--- config.mk ---
export PLATFORM = sky130hd
export DESIGN_NAME = mem_arbiter
export DESIGN_NICKNAME = d
export VERILOG_FILES = /design/src/rtl/mem_arbiter_pkg.sv /design/src/rtl/mem_arb_rr2.sv /design/src/rtl/mem_arbiter.sv
export SDC_FILE = /design/constraint.sdc
export NUM_CORES = 1
export LEC_CHECK = 0
export ABC_AREA = 1
export BUFFER_PORTS_ARGS = -buffer_cell sky130_fd_sc_hd__buf_2
export CORE_ASPECT_RATIO = 1.75
export CORE_MARGIN = 1.5
export CORE_UTILIZATION = 43
export DETAILED_ROUTE_END_ITERATION = 8
export PLACE_DENSITY_LB_ADDON = 0.08
export RECOVER_POWER = 50
export SYNTH_ARGS = -nofsm -noshare
export SYNTH_HDL_FRONTEND = slang
export SYNTH_SLANG_ARGS = --single-unit
--- constraint.sdc ---
create_clock -name clk -period 5.1 [get_ports clk]
set_input_delay 1.275 -clock clk [delete_from_list [all_inputs] [get_ports clk]]
set_output_delay 1.275 -clock clk [all_outputs]
set_load 0.005 [all_outputs]
--- src/rtl/mem_arbiter_pkg.sv ---
// rtl/mem_arbiter_pkg.sv - shared encodings and defaults for the fetch/data memory arbiter
package mem_arbiter_pkg;

  typedef enum logic [1:0] {
    IDLE   = 2'd0,
    ACCESS = 2'd1,
    RESP   = 2'd2
  } arb_state_e;

  typedef enum logic {
    GRANT_IF   = 1'b0,
    GRANT_DATA = 1'b1
  } grant_e;

  localparam int unsigned N_DEFAULT       = 32;
  localparam int unsigned MEM_LAT_DEFAULT = 2;

endpackage

--- src/rtl/mem_arb_rr2.sv ---
// rtl/mem_arb_rr2.sv - two-requester round-robin picker (fetch vs data)
module mem_arb_rr2
  import mem_arbiter_pkg::*;
(
  input  logic   req_if,
  input  logic   req_d,
  input  grant_e last_grant,
  output logic   grant_data,
  output logic   valid
);

  always_comb begin
    valid      = req_if | req_d;
    grant_data = req_d;
    // Under contention the port that did not win last time goes next.
    if (req_if && req_d) begin
      grant_data = (last_grant == GRANT_IF);
    end
  end

endmodule

--- src/rtl/mem_arbiter.sv ---
// rtl/mem_arbiter.sv - sequences fetch and load/store requests onto the single main memory
module mem_arbiter
  import mem_arbiter_pkg::*;
#(
  parameter int N       = 32,
  parameter int MEM_LAT = 2
) (
  input  logic         clk,
  input  logic         rst,
  input  logic         if_req,
  input  logic [N-1:0] if_addr,
  output logic [N-1:0] if_rdata,
  output logic         if_ready,
  input  logic         d_req,
  input  logic         d_we,
  input  logic [N-1:0] d_addr,
  input  logic [N-1:0] d_wdata,
  output logic [N-1:0] d_rdata,
  output logic         d_ready,
  output logic [N-1:0] mem_adr,
  output logic [N-1:0] mem_din,
  input  logic [N-1:0] mem_dout,
  output logic         mem_write,
  output logic         mem_for_data,
  output logic         busy,
  output logic         grant_data
);

  localparam int CW        = $clog2(MEM_LAT) + 1;
  localparam int LAT_PRE_I = (MEM_LAT > 1) ? MEM_LAT - 2 : 0;
  localparam logic [CW-1:0] LAT_LAST = CW'(MEM_LAT - 1);
  localparam logic [CW-1:0] LAT_PRE  = CW'(LAT_PRE_I);

  arb_state_e    state_q;
  logic [CW-1:0] lat_cnt_q;
  grant_e        last_grant_q;
  logic          we_q;
  logic [N-1:0]  mem_adr_q;
  logic [N-1:0]  mem_din_q;
  logic          mem_write_q;
  logic          mem_for_data_q;
  logic [N-1:0]  if_rdata_q;
  logic [N-1:0]  d_rdata_q;
  logic          if_ready_q;
  logic          d_ready_q;

  logic pick_data_d;
  logic pick_valid_d;

  mem_arb_rr2 u_rr2 (
    .req_if     (if_req),
    .req_d      (d_req),
    .last_grant (last_grant_q),
    .grant_data (pick_data_d),
    .valid      (pick_valid_d)
  );

  always_ff @(posedge clk or posedge rst) begin
    if (rst) begin
      state_q        <= IDLE;
      lat_cnt_q      <= '0;
      last_grant_q   <= GRANT_IF;
      we_q           <= 1'b0;
      mem_adr_q      <= '0;
      mem_din_q      <= '0;
      mem_write_q    <= 1'b0;
      mem_for_data_q <= 1'b0;
      if_rdata_q     <= '0;
      d_rdata_q      <= '0;
      if_ready_q     <= 1'b0;
      d_ready_q      <= 1'b0;
    end else begin
      if_ready_q <= 1'b0;
      d_ready_q  <= 1'b0;
      case (state_q)
        IDLE: begin
          if (pick_valid_d) begin
            last_grant_q   <= pick_data_d ? GRANT_DATA : GRANT_IF;
            mem_adr_q      <= pick_data_d ? d_addr : if_addr;
            mem_din_q      <= pick_data_d ? d_wdata : '0;
            we_q           <= pick_data_d & d_we;
            mem_for_data_q <= pick_data_d;
            lat_cnt_q      <= '0;
            // A single-cycle access has its only (and final) cycle right after the grant.
            mem_write_q    <= (MEM_LAT == 1) && pick_data_d && d_we;
            state_q        <= ACCESS;
          end
        end
        ACCESS: begin
          if (lat_cnt_q == LAT_LAST) begin
            mem_write_q <= 1'b0;
            if (!we_q) begin
              if (last_grant_q == GRANT_DATA) begin
                d_rdata_q <= mem_dout;
              end else begin
                if_rdata_q <= mem_dout;
              end
            end
            if (last_grant_q == GRANT_DATA) begin
              d_ready_q <= 1'b1;
            end else begin
              if_ready_q <= 1'b1;
            end
            state_q <= RESP;
          end else begin
            lat_cnt_q   <= lat_cnt_q + CW'(1);
            // Raise the strobe entering the last access cycle so memory sees one rising edge.
            mem_write_q <= we_q && (lat_cnt_q == LAT_PRE);
          end
        end
        RESP: begin
          state_q <= IDLE;
        end
        default: begin
          state_q <= IDLE;
        end
      endcase
    end
  end

  assign if_rdata     = if_rdata_q;
  assign d_rdata      = d_rdata_q;
  assign if_ready     = if_ready_q;
  assign d_ready      = d_ready_q;
  assign mem_adr      = mem_adr_q;
  assign mem_din      = mem_din_q;
  assign mem_write    = mem_write_q;
  assign mem_for_data = mem_for_data_q;
  assign busy         = (state_q != IDLE);
  assign grant_data   = (last_grant_q == GRANT_DATA);

endmodule

==> flow_metrics.tcl <==
set metrics [dict create \
    hold_path_class "reg -> reg" \
    grtUsageTotal_pct 23.3 \
    min_to "if_rdata[15]" \
    period_share_pct 64.9 \
    vias 5685 \
    clk_pin_slew_ns 0.06 \
    cts_inserted_buffers 17 \
    slew_headroom_pct 0.490 \
    antenna_found_initial 2 \
    worst_pin_slew_ns 1.49 \
    cap_violations 1 \
    synth-compound-area-share_pct 2.87 \
    hold_buffers 0 \
    r2r_end "if_rdata[30]" \
    path_max_fanout 35 \
    synth_top_family_by_area "simple AND/OR/NAND/NOR gates" \
    yosys-mux-area-fraction_pct 0 \
    fillers 1374 \
    synth-seq-cells 137 \
    overflow 0 \
    first_global_vias 5519 \
    synthToLayoutAreaGrowth_pct 31.7 \
    synth_commonest_cells "nand2_1, dfrtp_1, nand3_1, inv_1, o21ai_0" \
    setup_viol 0 \
    crit_path_end_kind "flop" \
    critPathLaunchType "flop" \
    htree_levels 4 \
    multi_input_area_um2 2100 \
    min_delay_path_depth 2 \
    synth_most_common_cell "nand2_1" \
    synth_simple_gate_area_share_pct 31.2 \
    vdd.ir_drop.worst_mv 0.286 \
    rr_startpoint "lat_cnt_q[1]" \
    first_iter_violations 288 \
    cts.sinks 137 \
    yosys-top-cells-area "dfrtp_1, nand2_1, nand3_1" \
    required_ns 5.39 \
    root_buffer "clkbuf_16" \
    fp-row-count 57 \
    die_y_um 160 \
    grt_setup_unrepaired "false" \
    dp_hpwl_mm 11.5 \
    dr.pass1.iters 4 \
    hold_viol_final 0 \
    register_area_um2 3430 \
    drc 0 \
    synth_cell_types 20 \
    fmax_mhz 302 \
    die_w_um 92.7 \
    drt-total-wl_mm 16.9 \
    synth_top_area_share_pct 56.6 \
    post-cts-setup-buffers 0 \
    viasPerCell 4.83 \
    cellLeakagePower_nw 4.61 \
    start_util_pct 43.8 \
    synthFlopType "dfrtp_1" \
    grt_pass1_wl_mm 27.2 \
    synth_edf_count 0 \
    clock_latency_ns 0.41 \
    fin_total_pwr_mw 5.09 \
    synth_fa_ha_area_share_pct 0.619 \
    io_buffers 266 \
    cts_resized 0 \
    avgSynthCellArea_um2 8.19 \
    status "finished, violations left" \
    violations "capacitance limit" \
    r2r_setup_slack_ns 1.79 \
    maxSlewViolCount 0 \
    synthCells 740 \
    gp_congestion 0.822 \
    final.setup_skew_ns 0.00872 \
    setup_tns_ns 0 \
    num_io_pins 267 \
    yosysWarnings 0 \
    grt_start_max_net_pins 89 \
    synth_area_um2 6060 \
    r2r_cells 7 \
    synthXorXnorAreaFrac_pct 0 \
    synth_nets 876 \
    ant_nets 0 \
    core_um2 13800 \
    power_density_nw_per_um2 637 \
    cts_tree "done" \
    hp-start "if_rdata[15]" \
    cts_max_path_buffers 2 \
    async_reset_ff_share_pct 100 \
    drive_gt1_share_pct 27.1 \
    wl_per_cell_um 14.4 \
    nets 1123 \
    critPathKind "reg -> reg" \
    die_area_um2 14800 \
    cp.arrival_ns 3.60 \
    finalCriticalPeriod_ns 3.31 \
    ys_seq_area_share_pct 56.6 \
    synth_top_area_cell "dfrtp_1" \
]
==> routing by layer <==
| metal | GRT usage, % | vias to the layer above | routed length (um) |
|---|---|---|---|
| met1 | 26.7 | 2644 | 6660 |
| met4 | 10.1 | 2 | 455 |
| met5 | 0 | - | 12 |
| met3 | 5.38 | 29 | 1010 |
| met2 | 40.7 | 214 | 8810 |
| li1 | - | 2796 | - |
==> sequential cells by signal, indices dropped and copies added (netlist names) <==
name	count
d_rdata	32
d_ready	1
grant_data	1
if_rdata	32
if_ready	1
lat_cnt_q	2
mem_adr	32
mem_din	32
mem_write	1
state_q	2
we_q	1
==> placed cells by master, fill, tap and decap left out, types with 2 or more instances in the layout <==
| master | instances |
|---|---|
| clkinvlp_4 | 3 |
| inv_6 | 6 |
| ha_1 | 3 |
| buf_4 | 5 |
| bufinv_16 | 4 |
| clkbuf_1 | 44 |
| nor2_4 | 2 |
| o21ai_0 | 33 |
| buf_2 | 226 |
| dfrtp_1 | 137 |
| nand2_1 | 301 |
| nand3_1 | 135 |
| clkbuf_16 | 17 |
| nor2_1 | 4 |
| inv_1 | 70 |
| inv_2 | 3 |
| nor2_2 | 2 |
==> stage by stage <==
stage / worst slack [ns] / hold WS (ns) / area, um2 / util, % / std cells
floorplan: 0.157 / 0.465 / 6060 / - / 740
global placement: 2.04 / 0.448 / 7430 / 53.7 / 1145
detailed placement: 2.01 / 0.453 / 7430 / 53.7 / 1145
CTS: 2.43 / 0.469 / 8050 / 58.2 / 1177
global route: 1.49 / 0.491 / 7980 / 57.7 / 1178
finish: 1.79 / 0.466 / 7980 / 57.7 / 1178
==> area by class of cell <==
cell class / count / area share (%)
inverter: 74 / 3.54
clock inverter: 13 / 2.40
timing repair buffer: 273 / 16.6
tap: 177 / 2.77
clock buffer: 19 / 5.42
multi-input combinational: 484 / 26.3
sequential: 137 / 42.9
antenna: 1 / 0.0313
==> critical path, cell delays in order (launching register included) <==
cell     delay (ns)
dfrtp_1        0.37
inv_1          0.10
ha_1           0.15
nand3_1        0.93
inv_2          0.99
nand2_4        0.41
nand2_1        0.17
nand2_1        0.06
==> worst max-delay path by stage <==
stage / from / end / slack [ns] / cells after the start
2_1_floorplan: rst / d_rdata[0] / 0.16 / 1
3_3_place_gp: d_req / mem_adr[22] / 2.04 / 5
3_5_place_dp: d_req / mem_adr[15] / 2.01 / 5
4_1_cts: d_req / mem_adr[24] / 2.43 / 5
5_1_grt: lat_cnt_q[1] / if_rdata[10] / 1.49 / 7
6_report: lat_cnt_q[1] / if_rdata[30] / 1.79 / 7
==> cell families (layout without fill, tap and decap cells) <==
family,Yosys count,after routing
AOI/OAI and AO/OA,34,34
adders and majority gates,3,3
buffers and inverters,119,379
DFF,137,137
other,0,1
and+or+nand+nor,447,447
==> power breakdown <==
group,internal [mW],leakage [nW],switching [mW]
registers,1.63,1.69,0.298
clock network,0.826,0.295,0.482
logic,0.695,2.62,1.16
(Power assumes the default switching activity.)
